==> src/rtl/multi_cycle_controller_pkg.sv <==
// Shared encodings for the multi-cycle RV32I controller and the ALU decoder.
package multi_cycle_controller_pkg;

  // Opcodes (IR[6:0])
  localparam logic [6:0] OP_LOAD   = 7'b0000011;
  localparam logic [6:0] OP_STORE  = 7'b0100011;
  localparam logic [6:0] OP_RTYPE  = 7'b0110011;
  localparam logic [6:0] OP_ITYPE  = 7'b0010011;
  localparam logic [6:0] OP_BRANCH = 7'b1100011;
  localparam logic [6:0] OP_JAL    = 7'b1101111;
  localparam logic [6:0] OP_JALR   = 7'b1100111;
  localparam logic [6:0] OP_LUI    = 7'b0110111;

  // ALU operation class, decoded further by the ALU decoder
  localparam logic [1:0] ALUOP_ADD  = 2'b00;
  localparam logic [1:0] ALUOP_BR   = 2'b01;
  localparam logic [1:0] ALUOP_RTYP = 2'b10;
  localparam logic [1:0] ALUOP_ITYP = 2'b11;

  // Immediate formats
  localparam logic [2:0] IMM_I = 3'b000;
  localparam logic [2:0] IMM_S = 3'b001;
  localparam logic [2:0] IMM_B = 3'b010;
  localparam logic [2:0] IMM_J = 3'b011;
  localparam logic [2:0] IMM_U = 3'b100;

  // Result mux
  localparam logic [1:0] RES_ALUOUT = 2'b00;
  localparam logic [1:0] RES_DATA   = 2'b01;
  localparam logic [1:0] RES_ALU    = 2'b10;
  localparam logic [1:0] RES_IMM    = 2'b11;

  // ALU operand muxes
  localparam logic [1:0] SRCA_PC    = 2'b00;
  localparam logic [1:0] SRCA_OLDPC = 2'b01;
  localparam logic [1:0] SRCA_A     = 2'b10;
  localparam logic [1:0] SRCB_WD    = 2'b00;
  localparam logic [1:0] SRCB_IMM   = 2'b01;
  localparam logic [1:0] SRCB_4     = 2'b10;

  typedef enum logic [3:0] {
    S_FETCH    = 4'd0,
    S_DECODE   = 4'd1,
    S_MEMADR   = 4'd2,
    S_MEMREAD  = 4'd3,
    S_MEMWB    = 4'd4,
    S_MEMWRITE = 4'd5,
    S_EXECR    = 4'd6,
    S_EXECI    = 4'd7,
    S_ALUWB    = 4'd8,
    S_BRANCH   = 4'd9,
    S_JAL      = 4'd10,
    S_JALRADR  = 4'd11,
    S_LUI      = 4'd12
  } state_t;

  // Immediate format depends only on the opcode, so it is valid in every state
  function automatic logic [2:0] imm_src_of(input logic [6:0] op);
    case (op)
      OP_STORE:  imm_src_of = IMM_S;
      OP_BRANCH: imm_src_of = IMM_B;
      OP_JAL:    imm_src_of = IMM_J;
      OP_LUI:    imm_src_of = IMM_U;
      default:   imm_src_of = IMM_I;
    endcase
  endfunction

endpackage

==> src/rtl/multi_cycle_controller_branch_unit.sv <==
// Branch condition from funct3 and the ALU compare flags.
module branch_unit (
  input  logic [2:0] funct3,
  input  logic       zero,
  input  logic       alu_lt,
  output logic       taken
);

  // BLTU/BGEU reuse the signed SLT result; 010/011 are not branches
  always_comb begin
    taken = 1'b0;
    case (funct3)
      3'b000:          taken = zero;
      3'b001:          taken = ~zero;
      3'b100, 3'b110:  taken = alu_lt;
      3'b101, 3'b111:  taken = ~alu_lt;
      default:         taken = 1'b0;
    endcase
  end

endmodule

==> src/rtl/multi_cycle_controller.sv <==
// Main Moore control FSM for the multi-cycle RV32I core.
module multi_cycle_controller
  import multi_cycle_controller_pkg::*;
#(
  parameter bit WAIT_MEM = 1'b1
) (
  input  logic       clk,
  input  logic       rst_n,
  input  logic [6:0] op,
  input  logic [2:0] funct3,
  input  logic       zero,
  input  logic       alu_lt,
  input  logic       mem_ready,
  output logic       pc_write,
  output logic       adr_src,
  output logic       mem_write,
  output logic       ir_write,
  output logic [1:0] result_src,
  output logic [1:0] alu_src_a,
  output logic [1:0] alu_src_b,
  output logic [2:0] imm_src,
  output logic [1:0] alu_op,
  output logic       reg_write,
  output logic       illegal_instr
);

  state_t r_state;
  state_t w_next;
  logic   w_taken;
  logic   w_mem_done;
  logic   w_pc_write;
  logic   w_mem_write;
  logic   w_ir_write;
  logic   w_reg_write;

  branch_unit u_branch (
    .funct3 (funct3),
    .zero   (zero),
    .alu_lt (alu_lt),
    .taken  (w_taken)
  );

  assign w_mem_done = WAIT_MEM ? mem_ready : 1'b1;
  assign imm_src    = imm_src_of(op);

  // Strobes are gated by reset so nothing writes while rst_n is low,
  // even in the cycle reset lands mid-access
  assign pc_write  = w_pc_write  & rst_n;
  assign mem_write = w_mem_write & rst_n;
  assign ir_write  = w_ir_write  & rst_n;
  assign reg_write = w_reg_write & rst_n;

  // State register, async reset to FETCH
  always_ff @(posedge clk or negedge rst_n) begin
    if (!rst_n) r_state <= S_FETCH;
    else        r_state <= w_next;
  end

  // Next-state and Moore output decode
  always_comb begin
    w_next        = r_state;
    w_pc_write    = 1'b0;
    adr_src       = 1'b0;
    w_mem_write   = 1'b0;
    w_ir_write    = 1'b0;
    result_src    = RES_ALUOUT;
    alu_src_a     = SRCA_PC;
    alu_src_b     = SRCB_WD;
    alu_op        = ALUOP_ADD;
    w_reg_write   = 1'b0;
    illegal_instr = 1'b0;
    case (r_state)
      S_FETCH: begin
        alu_src_b  = SRCB_4;
        result_src = RES_ALU;
        w_ir_write = w_mem_done;
        w_pc_write = w_mem_done;
        if (w_mem_done) w_next = S_DECODE;
      end
      S_DECODE: begin
        // OldPC + imm lands in ALUOut as the branch/JAL target
        alu_src_a = SRCA_OLDPC;
        alu_src_b = SRCB_IMM;
        case (op)
          OP_LOAD, OP_STORE: w_next = S_MEMADR;
          OP_RTYPE:          w_next = S_EXECR;
          OP_ITYPE:          w_next = S_EXECI;
          OP_BRANCH:         w_next = S_BRANCH;
          OP_JAL:            w_next = S_JAL;
          OP_JALR:           w_next = S_JALRADR;
          OP_LUI:            w_next = S_LUI;
          default: begin
            illegal_instr = 1'b1;
            w_next        = S_FETCH;
          end
        endcase
      end
      S_MEMADR: begin
        alu_src_a = SRCA_A;
        alu_src_b = SRCB_IMM;
        w_next    = op[5] ? S_MEMWRITE : S_MEMREAD;
      end
      S_MEMREAD: begin
        adr_src = 1'b1;
        if (w_mem_done) w_next = S_MEMWB;
      end
      S_MEMWB: begin
        result_src  = RES_DATA;
        w_reg_write = 1'b1;
        w_next      = S_FETCH;
      end
      S_MEMWRITE: begin
        // Strobe held for the whole stall
        adr_src     = 1'b1;
        w_mem_write = 1'b1;
        if (w_mem_done) w_next = S_FETCH;
      end
      S_EXECR: begin
        alu_src_a = SRCA_A;
        alu_src_b = SRCB_WD;
        alu_op    = ALUOP_RTYP;
        w_next    = S_ALUWB;
      end
      S_EXECI: begin
        alu_src_a = SRCA_A;
        alu_src_b = SRCB_IMM;
        alu_op    = ALUOP_ITYP;
        w_next    = S_ALUWB;
      end
      S_ALUWB: begin
        w_reg_write = 1'b1;
        w_next      = S_FETCH;
      end
      S_BRANCH: begin
        alu_src_a  = SRCA_A;
        alu_src_b  = SRCB_WD;
        alu_op     = ALUOP_BR;
        w_pc_write = w_taken;
        w_next     = S_FETCH;
      end
      S_JAL: begin
        // PC <= ALUOut target while the ALU forms the link OldPC + 4
        alu_src_a  = SRCA_OLDPC;
        alu_src_b  = SRCB_4;
        w_pc_write = 1'b1;
        w_next     = S_ALUWB;
      end
      S_JALRADR: begin
        // Overwrite ALUOut with rs1 + imm, then reuse the JAL path
        alu_src_a = SRCA_A;
        alu_src_b = SRCB_IMM;
        w_next    = S_JAL;
      end
      S_LUI: begin
        result_src  = RES_IMM;
        w_reg_write = 1'b1;
        w_next      = S_FETCH;
      end
      default: w_next = S_FETCH;
    endcase
  end

endmodule

==> config.mk <==
export PLATFORM = sky130hd
export DESIGN_NAME = multi_cycle_controller
export DESIGN_NICKNAME = d
export VERILOG_FILES = /design/src/rtl/multi_cycle_controller_pkg.sv /design/src/rtl/multi_cycle_controller_branch_unit.sv /design/src/rtl/multi_cycle_controller.sv
export SDC_FILE = /design/constraint.sdc
export NUM_CORES = 1
export LEC_CHECK = 0
export ABC_AREA = 0
export CELL_PAD_IN_SITES_DETAIL_PLACEMENT = 1
export CELL_PAD_IN_SITES_GLOBAL_PLACEMENT = 1
export CORE_MARGIN = 4
export CORE_UTILIZATION = 24
export DETAILED_ROUTE_END_ITERATION = 8
export PLACE_DENSITY_LB_ADDON = 0.1
export SLEW_MARGIN = 20
export SYNTH_ARGS = -nofsm -noshare
export SYNTH_HDL_FRONTEND = slang
export SYNTH_HIERARCHICAL = 1
export SYNTH_SLANG_ARGS = --single-unit
==> constraint.sdc <==
create_clock -name clk -period 2.3 [get_ports clk]
set_clock_uncertainty 0.1 [all_clocks]
set_input_delay 0.69 -clock clk [delete_from_list [all_inputs] [get_ports clk]]
set_output_delay 0.69 -clock clk [all_outputs]
set_load 0.05 [all_outputs]
==> results of run 1 <==
## layout make-up
class                           instances  area share, %
Timing Repair Buffer                   93           50.4
Multi-Input combinational cell         86           40.3
Sequential cell                         4           5.31
Tap cell                               31           1.98
Clock buffer                            3           1.15
Inverter                                4          0.767
## power groups by stage
stage | clock network [mW] | registers (mW) | logic [mW]
after global routing | 0.102 | 0.0830 | 0.474
after global placement | 0 | 0.0835 | 0.351
after detailed placement | 0 | 0.0837 | 0.359
after floorplan | 0 | 0.0776 | 0.184
final | 0.0941 | 0.0824 | 0.457
after CTS | 0.0889 | 0.0806 | 0.405
## layer usage
metal / vias to the layer above / part of all wire [%]
met5: - / 0
li1: 557 / -
met2: 55 / 53
met1: 615 / 39
met4: 0 / 3.1
met3: 14 / 4.9
## critical path, delay by kind of cell
kind            cells  cell delay, ps
simple gates        3             720
compound gates      3             480
buf+inv             2             220
## logic make-up after synthesis
| kind of cell | count (synthesis) |
|---|---|
| xor+xnor | 2 |
| mux | 1 |
| buf+inv | 11 |
| flops | 4 |
| compound gates | 31 |
| simple gates | 52 |
## repair_timing
item | CTS | global route
resized for setup | 72 | 25
pin swaps | 17 | 18
setup endpoints to repair | 14 | 14
buffers inserted | 22 | 5
## worst min-delay path by stage
stage,from,end,slack (ps),cells after the start
floorplan,rst_n,r_state[0],290,0
global placement,r_state[0],r_state[1],670,2
detailed placement,r_state[0],r_state[1],680,2
CTS,rst_n,r_state[3],490,2
global route,rst_n,r_state[2],540,2
finish,rst_n,r_state[2],530,2
## synth_stat cells
master                     number  area, um^2
sky130_fd_sc_hd__nor2_1         9        33.8
sky130_fd_sc_hd__nor3_1         8        40.0
sky130_fd_sc_hd__a21oi_1        6        30.0
sky130_fd_sc_hd__nand2_1        6        22.5
sky130_fd_sc_hd__o21ai_0        6        30.0
sky130_fd_sc_hd__nand2b_1       5        31.3
sky130_fd_sc_hd__or3_1          5        31.3
sky130_fd_sc_hd__a211oi_1       4        30.0
sky130_fd_sc_hd__clkbuf_1       4        15.0
sky130_fd_sc_hd__dfrtp_1        4         100
sky130_fd_sc_hd__buf_2          3        15.0
sky130_fd_sc_hd__inv_1          3        11.3
sky130_fd_sc_hd__nand3_1        3        15.0
sky130_fd_sc_hd__nor2b_1        3        18.8
sky130_fd_sc_hd__a31oi_1        2        12.5
sky130_fd_sc_hd__and3_1         2        12.5
sky130_fd_sc_hd__nor4_1         2        12.5
sky130_fd_sc_hd__o21a_1         2        15.0
sky130_fd_sc_hd__o21ai_1        2        10.0
sky130_fd_sc_hd__xor2_1         2        17.5
sky130_fd_sc_hd__a211o_1        1        8.76
sky130_fd_sc_hd__a21boi_0       1        7.51
sky130_fd_sc_hd__a32oi_1        1        8.76
sky130_fd_sc_hd__and2_1         1        6.26
sky130_fd_sc_hd__and3b_1        1        8.76
sky130_fd_sc_hd__inv_2          1        3.75
sky130_fd_sc_hd__mux2i_1        1        10.0
sky130_fd_sc_hd__nand3b_1       1        7.51
sky130_fd_sc_hd__nor2_2         1        6.26
sky130_fd_sc_hd__nor3_2         1        10.0
sky130_fd_sc_hd__nor4b_1        1        8.76
sky130_fd_sc_hd__o22ai_1        1        6.26
sky130_fd_sc_hd__o31a_1         1        8.76
sky130_fd_sc_hd__o31ai_1        1        7.51
sky130_fd_sc_hd__o31ai_2        1        12.5
sky130_fd_sc_hd__o41ai_1        1        8.76
sky130_fd_sc_hd__o41ai_2        1        16.3
sky130_fd_sc_hd__or2b_1         1        7.51
sky130_fd_sc_hd__or3b_1         1        8.76
sky130_fd_sc_hd__or4b_4         1        13.8
==> results, run 1 <==
- The flow ran to the end, but the final reports show violations.
- The final reports fail on setup timing.
- STA classifies the critical path startpoint as an input pin.
- The per-instance average area after synthesis is 6.74 um^2.
- After detailed placement, the design holds a cell count of 193.
- The top register by number of flip-flops is r_state.
- The buffer cell driving the clock tree root is sky130_fd_sc_hd__clkbuf_4.
- Summed over all nets, the switching power comes to 277 uW.
- Dividing the detail-routed via count by the number of cells gives 5.62.
- The sequential share of power is 13.0%.
- After the last flow step, the layout net total stands at just over 200.
- Synthesis inferred 4 register bits.
- The register with the most flip-flops in the layout has 4 of them.
- Entering global routing, the biggest net connects 12 pins.
- The adder and majority cell fraction of the synthesized area is 0%.
- The clock network accounts for 14.9% of the total power.
- The multi-input gate area in the final layout is 790 um^2.
- After Yosys synthesis, XOR and XNOR cells account for 2.57% of the synthesized area.
- The largest registers in the layout are r_state x4.
- After synthesis, the share of cell area in mux cells is 1.47%.
- The number of input and output port buffers inserted is 31.
- The number of antenna diodes in the final layout is 0.
- The global routing's busiest layer is met2.
- Across all layers, the routed design uses 1241 vias.
- Setup repair after global routing could not meet its margin everywhere.
- The post-place instance area is around 1600 um^2.
- The worst setup path is captured at an output port.
- The total die area is 3750 um^2.
- The number of hold violations in the final report is 0.
- In the final routed layout, each cell accounts on average for 22.5 um.
- The synthesized netlist devotes between 30% and 40% of its cell area to compound gates.
- The endpoint of the worst setup timing path is pc_write.
- The area added between synthesis and finish is 188%.
- The simple-gate area share of the yosys netlist is 43.4%.
- The horizontal die dimension is 61.3 um.
- For flop-to-flop paths, the worst setup slack is 420 ps.
- The largest buffer count on any clock path is 2.
- The initial utilization of the core area, before any placement, comes to approximately 25%.
- The most frequent standard cell in the layout excluding fill and tap cells is sky130_fd_sc_hd__buf_4.
- Summed over all layers, the routed wires come to 4980 um.
- Cells fill 71.6% of the core in the end.
- Across the VDD grid, the largest voltage drop is between 300 and 400 uV.
- The worst relative slew slack is 63.6%.
- For this run, design rule violations remaining after detail routing come to 0.
- Summing the sequential cell areas from Yosys gives 14.7% of the chip area.
- The startpoint of the most critical setup path is funct3[1].
- The switching power as a share of total power is 43.7%.
- The count of antenna-violating nets left after detailed routing is 0.
- The first global-routing pass estimated about 6400 um of wire.
- The cell type of the slowest stage on the worst timing path is sky130_fd_sc_hd__or3_1.
- The final instance area is 1960 um^2.
- The number of nets handed over by synthesis was 116.
- For this design, the sink count on the clock tree is 4.
- In the layout the commonest cells are sky130_fd_sc_hd__buf_4, sky130_fd_sc_hd__buf_12, sky130_fd_sc_hd__buf_6.
- Data on the critical path arrives at its endpoint at 2120 ps.
- The slew at the pin with the worst max-slew slack is 539 ps.
- The total half-perimeter wirelength after legalization and detailed placement is 2470 um.
- The number of hold buffers added after CTS was 0.
- The critical path goes through buf_6 -> or3_1 -> a32oi_1 -> nand3_1 -> o21a_1 -> o21ai_1 -> and3_4 -> buf_12.
- The cell count after synthesis is 101.
- The yosys synthesis warning count is 6.
- Summing all flip-flop and latch instances after layout gives 104 um^2.
- The depth of the worst register-to-register path is 7.
- The portion of total power attributed to combinational logic is just over 70%.
- By area, the combinational part of the netlist is dominated by simple AND/OR/NAND/NOR gates.
- The required arrival time at the worst endpoint is 1510 ps.
- The number of detailed-routing iterations run before antenna repair is 4.
- The power consumption is 633 uW.
- The ratio of cells with drive above 1 in the final layout is 72.6%.
- Internal power comes to 357 uW.
- The via count of the first global-routing pass is about 1300.
- OpenSTA, run right after detailed placement, puts the worst setup slack at -891 ps.
- The worst register-to-register path begins at r_state[3].
- After floorplanning, the core was divided into 19 placement rows.
- The max-cap violation count is 0.
- The unique cell type count in the Yosys netlist is 40.
- Clock latency on the worst-skew pair, taken at its later pin, is 250 ps.
- After filler insertion, the fill cell instance count of the layout stands at 281.
- The area of the core is between 2000 and 3000 um^2.
- The met1 usage in global routing is 28.7%.
- The total track usage is 23.6%.
- The vertical extent of the die is 61.3 um.
- In this run the critical register-to-register path is captured at r_state[2].
- The CTS tree is yes.
- The shortest clock period the worst path allows after layout is 2910 ps.
- The stage delay of the slowest cell on the critical path is between 300 and 400 ps.
- Hold timing on the final database bottoms out at a slack of around 530 ps.
- Setup slack on the critical path of the routed design comes to -605 ps.
- 32 I/O pins were placed.
- For this design the ratio of total power to cell area is 324 nW/um^2.
- In the global route stage, met2 resource usage came out at 44.9%.
- Buffers inserted during clock tree synthesis total 3.
- The initial antenna violation count was 0.
- The global routing usage on met3 is 1.68%.
- The maximum level of the CTS H-tree is 1.
- The mapped netlist covers 681 um^2.
- The DRC marker count from the first detailed-route iteration is 69.
- The number of setup violations in the final report is 9.
- Adding up every negative setup slack in the final design gives -1650 ps.
- The static leakage is 0.857 nW.
- The non-filler instance count after layout is 221.
- The total overflow left after global routing is 0.
- Of all nets on the critical path, the largest fanout is 2.
- The path class of the tightest hold or removal check is in2async.
- The category of the critical setup timing path is in2out.
- The clock slew seen by the registers of the worst setup and hold paths is 40 ps.
- Of the available clock period, the critical path in the final layout requires 126%.
- The last weighted congestion value of the routability-driven placer is roughly 0.84.
- Timing would allow up to 344 MHz.
- The max-slew violation count is 0.
(Power assumes the default switching activity.)
==> inputs of run 2 (changes only) <==
--- a/config.mk
+++ b/config.mk
@@ -11,6 +11,7 @@
 export CORE_MARGIN = 4
 export CORE_UTILIZATION = 24
 export DETAILED_ROUTE_END_ITERATION = 8
+export HOLD_SLACK_MARGIN = 0.1
 export PLACE_DENSITY_LB_ADDON = 0.1
 export SLEW_MARGIN = 20
 export SYNTH_ARGS = -nofsm -noshare
==> results of run 2 <==
The final DEF is identical to that of run 1; final timing and power are the same.
==> inputs of run 3 (changes only) <==
--- a/config.mk
+++ b/config.mk
@@ -8,8 +8,8 @@
 export ABC_AREA = 0
 export CELL_PAD_IN_SITES_DETAIL_PLACEMENT = 1
 export CELL_PAD_IN_SITES_GLOBAL_PLACEMENT = 1
-export CORE_MARGIN = 4
 export CORE_UTILIZATION = 24
+export CTS_CLUSTER_SIZE = 14
 export DETAILED_ROUTE_END_ITERATION = 8
 export HOLD_SLACK_MARGIN = 0.1
 export PLACE_DENSITY_LB_ADDON = 0.1
==> run 3 against run 2 <==
Final cell count fell by 9.5%. Setup slack better by 32 ps. Cell area is 8.6% lower. Flip-flop and latch count is the same. Largest cell class unchanged. First-iteration DRC count decreased by 42%. Maximum frequency grew 1.1%. The run still ends with setup timing left. Die area fell by 19%. Critical path type unchanged.
==> results, run 3 (synthesis results as in run 1) <==
- The final net count is around 190.
- For the worst setup path, the data arrival time is 2080 ps.
- The die covers 3050 um^2.
- The number of antenna diodes in the final layout is 0.
- In this run the cell area measured after placement is 1520 um^2.
- Tracing the worst setup path back leads to its startpoint at funct3[1].
- The shortest clock period the worst path allows after layout is 2870 ps.
- In the routed layout, each cell is associated on average with a via count of ~6.
- From left edge to right edge, the die measures 55.3 um.
- STA classifies the critical path startpoint as an input pin.
- Buffers placed on the I/O ports in this run total 31.
- Dividing the detail-routed wire length by the instance count gives between 20 and 25 um.
- Cells with a size suffix above 1 make up 65.9% of the layout.
- The initial antenna violation count came to 0.
- The floorplan has 18 rows.
- Global routing finished with a remaining overflow of 0.
- The area added between synthesis and finish is 163%.
- Setup repair after global routing could not meet its margin everywhere.
- The die is 55.3 um tall.
- The hold slack is roughly 550 ps.
- The wire length reported by the detailed router is approximately 4800 um.
- The via count of the first global-routing pass was roughly 1300.
- The slew at the pin with the worst max-slew slack is 468 ps.
- Buffers inserted to repair hold after CTS numbered 0.
- The initial core utilization is 26.5%.
- The DRC marker count from the first detailed-route iteration is 40.
- In this run the remaining antenna-violating nets after routing total 0.
- The final reports fail on setup timing.
- Summed over all cells, the static leakage comes to 0.758 nW.
- The largest net degree at the start of global routing is 12.
- In this run the number of H-tree levels came out at 1.
- For this design, the sink count on the clock tree is 4.
- The maximum achievable frequency is about 350 MHz.
- The final instance area is about 1800 um^2.
- The internal reg-to-reg setup slack is 280 ps.
- The number of hold violations in the final report was 0.
- The total half-perimeter wirelength after legalization and detailed placement is 2540 um.
- The category of the critical setup timing path is in2out.
- The flip-flop count of the largest register after layout is 4.
- The number of clock buffers added by TritonCTS is 3.
- The endpoint of the worst setup timing path is pc_write.
- The library cell used most frequently in the layout, excluding fill and tap cells, is sky130_fd_sc_hd__buf_4.
- Clock-pin slew was measured on the worst setup and hold paths at about 40 ps.
- The last weighted congestion value of the routability-driven placer is between 0.8 and 0.9.
- In the global route stage, overall resource usage came out at a little over a quarter.
- The clock reaches the later pin of the worst-skew pair after 240 ps.
- The max-slew violation count is 0.
- The startpoint of the worst-slack reg-to-reg timing path is r_state[1].
- Across the VDD grid, the largest voltage drop is ~360 uV.
- The CTS tree is yes.
- The depth of the worst register-to-register path is 5.
- The top register by number of flip-flops is r_state.
- The largest fanout of any net on the critical path is 2.
- The worst relative slew slack is 68.6%.
- Across the run, the number of max-cap violations was 0.
- The type of element capturing the critical path is an output port.
- Setup slack on the critical path of the routed design comes to -573 ps.
- The largest registers in the layout are r_state x4.
- The final route contains 1191 vias.
- The ratio of final minimum period to clock period is 125%.
- STA puts the critical path data required time at 1510 ps.
- The wire length of the first global-routing pass is 6470 um.
- The area of the core is 2570 um^2.
- The root buffer cell chosen for the clock tree is sky130_fd_sc_hd__clkbuf_4.
- The end of the worst register-to-register path is r_state[0].
- The power density normalized to cell area is 337 nW/um^2.
- The pre-antenna-repair detailed-routing pass consisted of 4 iterations.
- The DRC violation count after routing is 0.
- Setup violations remaining at the end of the flow were counted as 9.
- The I/O pin count is 32.
- The share of the core filled with cells in the final layout is 69.6%.
- The largest buffer count on any clock path is 2.
- The worst hold path belongs to the class in2async.
- In the layout the commonest cells are sky130_fd_sc_hd__buf_4, sky130_fd_sc_hd__buf_12, sky130_fd_sc_hd__buf_6.
- The run finished, with violations left.
-- run 3: cell count changes in the layout (fill, tap and decap cells not counted), sizes merged --
| cell | delta |
|---|---|
| clkdlybuf4s15 | -2 |
| buf | -20 |
| clkbuf | +2 |
-- run 3: repair_timing --
action                     CTS  global route
gates resized for setup     70            28
pin swaps                   16            13
setup endpoints to repair   15            14
setup buffers                9             2
-- run 3: how the worst min path moves through the flow --
stage,start,end,slack [ps],depth (start not counted)
after global placement,r_state[2],r_state[0],660,4
final,rst_n,r_state[2],550,2
after detailed placement,r_state[2],r_state[0],680,4
after CTS,rst_n,r_state[2],450,2
after global routing,rst_n,r_state[2],560,2
after floorplan,rst_n,r_state[0],290,0
-- run 3: routing by layer --
| layer | vias to the layer above | wire length [um] | GRT usage, % |
|---|---|---|---|
| met5 | - | 0 | 0 |
| met4 | 0 | 70 | 11.1 |
| li1 | 514 | - | - |
| met3 | 8 | 239 | 2.11 |
| met1 | 615 | 1950 | 34.4 |
| met2 | 54 | 2500 | 47.0 |
-- run 3: where the power goes --
group,switching (mW),internal [mW]
Combinational,0.226,0.200
Sequential,0.0104,0.0749
Clock,0.0326,0.0586
Total,0.269,0.333
-- run 3: cell type report --
cell class,instances,area [um^2]
timing repair buffer,73,835
clock buffer,3,22.5
multi-input combinational,86,772
tap,30,37.5
fill,275,779
sequential,4,104
inverter,4,17.5
-- run 3: per-stage QoR --
stage / worst slack, ps / power, mW / cells / setup TNS, ps
finish: -573 / 0.602 / 200 / -1430
global route: -604 / 0.625 / 200 / -1780
CTS: -525 / 0.563 / 199 / -1240
detailed placement: -868 / 0.439 / 187 / -4790
global placement: -836 / 0.429 / 187 / -4260
floorplan: -339 / 0.261 / 101 / -1940
-- run 3: worst max-delay path: stages --
cell	delay (ps)
sky130_fd_sc_hd__buf_6	90
sky130_fd_sc_hd__or3_1	370
sky130_fd_sc_hd__a32oi_1	210
sky130_fd_sc_hd__nand3_1	120
sky130_fd_sc_hd__o21a_1	130
sky130_fd_sc_hd__o21ai_1	130
sky130_fd_sc_hd__and3_4	210
sky130_fd_sc_hd__buf_12	130
==> edit, RTL diff (flow settings as in run 1) <==
Change the parameter `WAIT_MEM` from 1'b1 to 1'b0.
--- a/src/rtl/multi_cycle_controller.sv
+++ b/src/rtl/multi_cycle_controller.sv
@@ -4,3 +4,3 @@
 #(
-  parameter bit WAIT_MEM = 1'b1
+  parameter bit WAIT_MEM = 1'b0
 ) (
Formal check against the unedited RTL: not equivalent (Yosys sat finds a counterexample within 4 cycles, from zero or initial values and one cycle with rst_n low).
==> edit against run 1 <==
- the run still ends with setup timing left
- register-to-register slack better by 0.29 ns
- synthesized area is 14% lower
- utilization hardly changed
- routed wire length is 26% lower
- critical path depth is 1 lower
- final area is 18% lower
- setup slack better by 0.19 ns
- sequential cell count stayed put
Power is not compared: it rests on default switching activity, and its combinational part moved more than twofold at a synthesized area within 25%.
==> edit: results (changes against run 1) <==
place:
  portBuffers: 30  # was 31
  gp_congestion: 0.8037  # was 0.8362
  placed_cells: 154  # was 193
  dp_hpwl_um: 1842  # was 2471 um
final_layout:
  num-fill-cells: 222  # was 281
  top_regs: "r_state: 4 flops"  # unchanged
  drive_above_1_share: 0.7034  # was 0.7263
  nets: 162  # was 207
  diodes: 0  # unchanged
setup_path:
  r2r-end: "r_state[3]"  # was r_state[2]
  worstRegToRegCells: 4  # was 7
  reg2reg_from: "r_state[1]"  # was r_state[3]
  critPathTopFamily: "simple AND/OR/NAND/NOR gates"  # unchanged
  cpMaxStageDelayCell: "or3_4"  # was or3_1
  rrSetupSlack_ns: 0.71  # was 0.42 ns
  crit_arrival_ns: 1.93  # was 2.12 ns
  crit_path_max_fanout: 2  # unchanged
  slowest_delay_ns: 0.37  # was 0.39 ns
grt:
  grt_pass1_wl_um: 4491  # was 6437 um
  grt_pass1_vias: 950  # was 1272
  antenna_found_initial: 0  # unchanged
  grt_use_total: 0.1754  # was 0.2364
  grt_max_degree: 17  # was 12
cts:
  cts_made_buffers: 3  # unchanged
  clk_transition_reported_paths_ns: 0.04  # about the same
  ctsLongestPathBuffers: 2  # unchanged
  insertion_delay_ns: 0.24
  htree_levels: 1  # unchanged
  cts-root-buf: "clkbuf_4"  # unchanged
yosys:
  synth_edf_count: 0  # unchanged
  synthFlopType: "dfrtp_1"  # unchanged
  ys_warn_count: 6  # unchanged
  yosysSeqAreaShare: 0.1713  # was 0.1471
  synth_area_leaders: "dfrtp_1 17%, a21oi_1 8.6%, nor3_1 4.3%"  # was dfrtp_1 15%, nor3_1 5.9%, nor2_1 5.0%
  synth_most_common_cell: "a21oi_1"  # was nor2_1
  synthTopCellsByCount: "10 x a21oi_1, 6 x nor2_1, 5 x clkbuf_1, 5 x nor3_1, 4 x dfrtp_1"  # was 9 x nor2_1, 8 x nor3_1, 6 x a21oi_1, 6 x nand2_1, 6 x o21ai_0
  postSynthCellCount: 80  # was 101
  async_reset_ff_frac: 1.000  # unchanged
  synth_nets: 95  # was 116
  synth.distinct_cells: 40  # unchanged
worst_hold_path:
  hold_path_class: "input port to async pin"  # unchanged
detailed_routing:
  vias: 931  # was 1241
  post_drt_wl_per_cell_um: 21.40  # was 22.52 um
  first_pass_iters: 4  # unchanged
  via_per_inst: 5.382  # was 5.615
  drtIter0Drc: 29  # was 69
sta:
  finalSetupViolCount: 6  # was 9
  worst_slack_ns: -0.4165  # was -0.6052 ns
  maxSlewHeadroom: 0.8008  # was 0.6363
outcome:
  violations: "setup timing"  # unchanged
  status: "finished, violations left"  # unchanged
power_and_ir_drop:
  irDropWorstVdd_mv: 0.7706
  intPower_uw: 630.4
  power_leakage_nw: 0.6745
## edit: per-stage QoR
| step | area (um^2) | util | setup WS (ns) | hold WS (ns) | TNS (ns) |
|---|---|---|---|---|---|
| global placement | 1305 | 0.5788 | -0.6902 | 0.5533 | -2.876 |
| floorplan | 675.6 | - | -0.3334 | 0.2944 | -0.7513 |
| global route | 1613 | 0.7153 | -0.4841 | 0.4799 | -1.210 |
| detailed placement | 1305 | 0.5788 | -0.7380 | 0.5616 | -3.027 |
| finish | 1613 | 0.7153 | -0.4165 | 0.4803 | -0.7652 |
| CTS | 1441 | 0.6393 | -0.3917 | 0.4490 | -0.6909 |
## edit: cell families after synthesis
family | count (synthesis) | synth area share
mux | 1 | 0.01927
compound gates | 23 | 0.2613
flops | 4 | 0.1713
simple gates | 41 | 0.4454
buf+inv | 9 | 0.07280
xor+xnor | 2 | 0.02998
## edit: worst register-to-register path: cells and delay by family, from the launching register on
kind | cells | cell delay (ns)
AO/OA/AOI/OAI | 2 | 0.30
buffers and inverters | 1 | 0.16
AND/OR/NAND/NOR | 1 | 0.58
flip-flops | 1 | 0.38
## edit: what timing repair did
action | CTS | global route
pin swaps | 15 | 11
gates cloned | 0 | 0
endpoints found under the hold margin | 0 | 0
gates resized for setup | 67 | 24
endpoints found under the setup margin | 12 | 12
buffers inserted | 7 | 9
## edit: worst max-delay path by stage
stage	from	end	slack (ns)
5_1_grt	funct3[1]	pc_write	-0.48
4_1_cts	funct3[2]	pc_write	-0.39
6_report	funct3[1]	pc_write	-0.42
3_3_place_gp	funct3[2]	pc_write	-0.69
2_1_floorplan	op[6]	illegal_instr	-0.33
3_5_place_dp	funct3[2]	pc_write	-0.74
## edit: area by class of cell
type / count / area, um^2 / area share
timing repair buffer: 69 / 800.8 / 0.4965
clock buffer: 3 / 22.52 / 0.01396
inverter: 2 / 7.507 / 0.004655
sequential: 4 / 100.1 / 0.06206
tap: 28 / 35.03 / 0.02172
multi-input combinational: 67 / 646.9 / 0.4011
## edit: power by group through the flow
stage,Combinational (mW),Sequential [mW],Clock (mW)
CTS,0.939,0.0928,0.0912
detailed placement,0.882,0.100,0
global placement,0.872,0.0982,0
finish,1.02,0.0955,0.0916
global route,1.07,0.0977,0.100
floorplan,0.473,0.0969,0
## edit: layer usage
layer  global-route usage  up-vias  routed length [um]
met3              0.05204        8                 235
met2               0.2952       35                1906
met1               0.2152      463                1460
li1                     -      425                   -
met5                    0        -                   0
met4              0.04967        0                 102
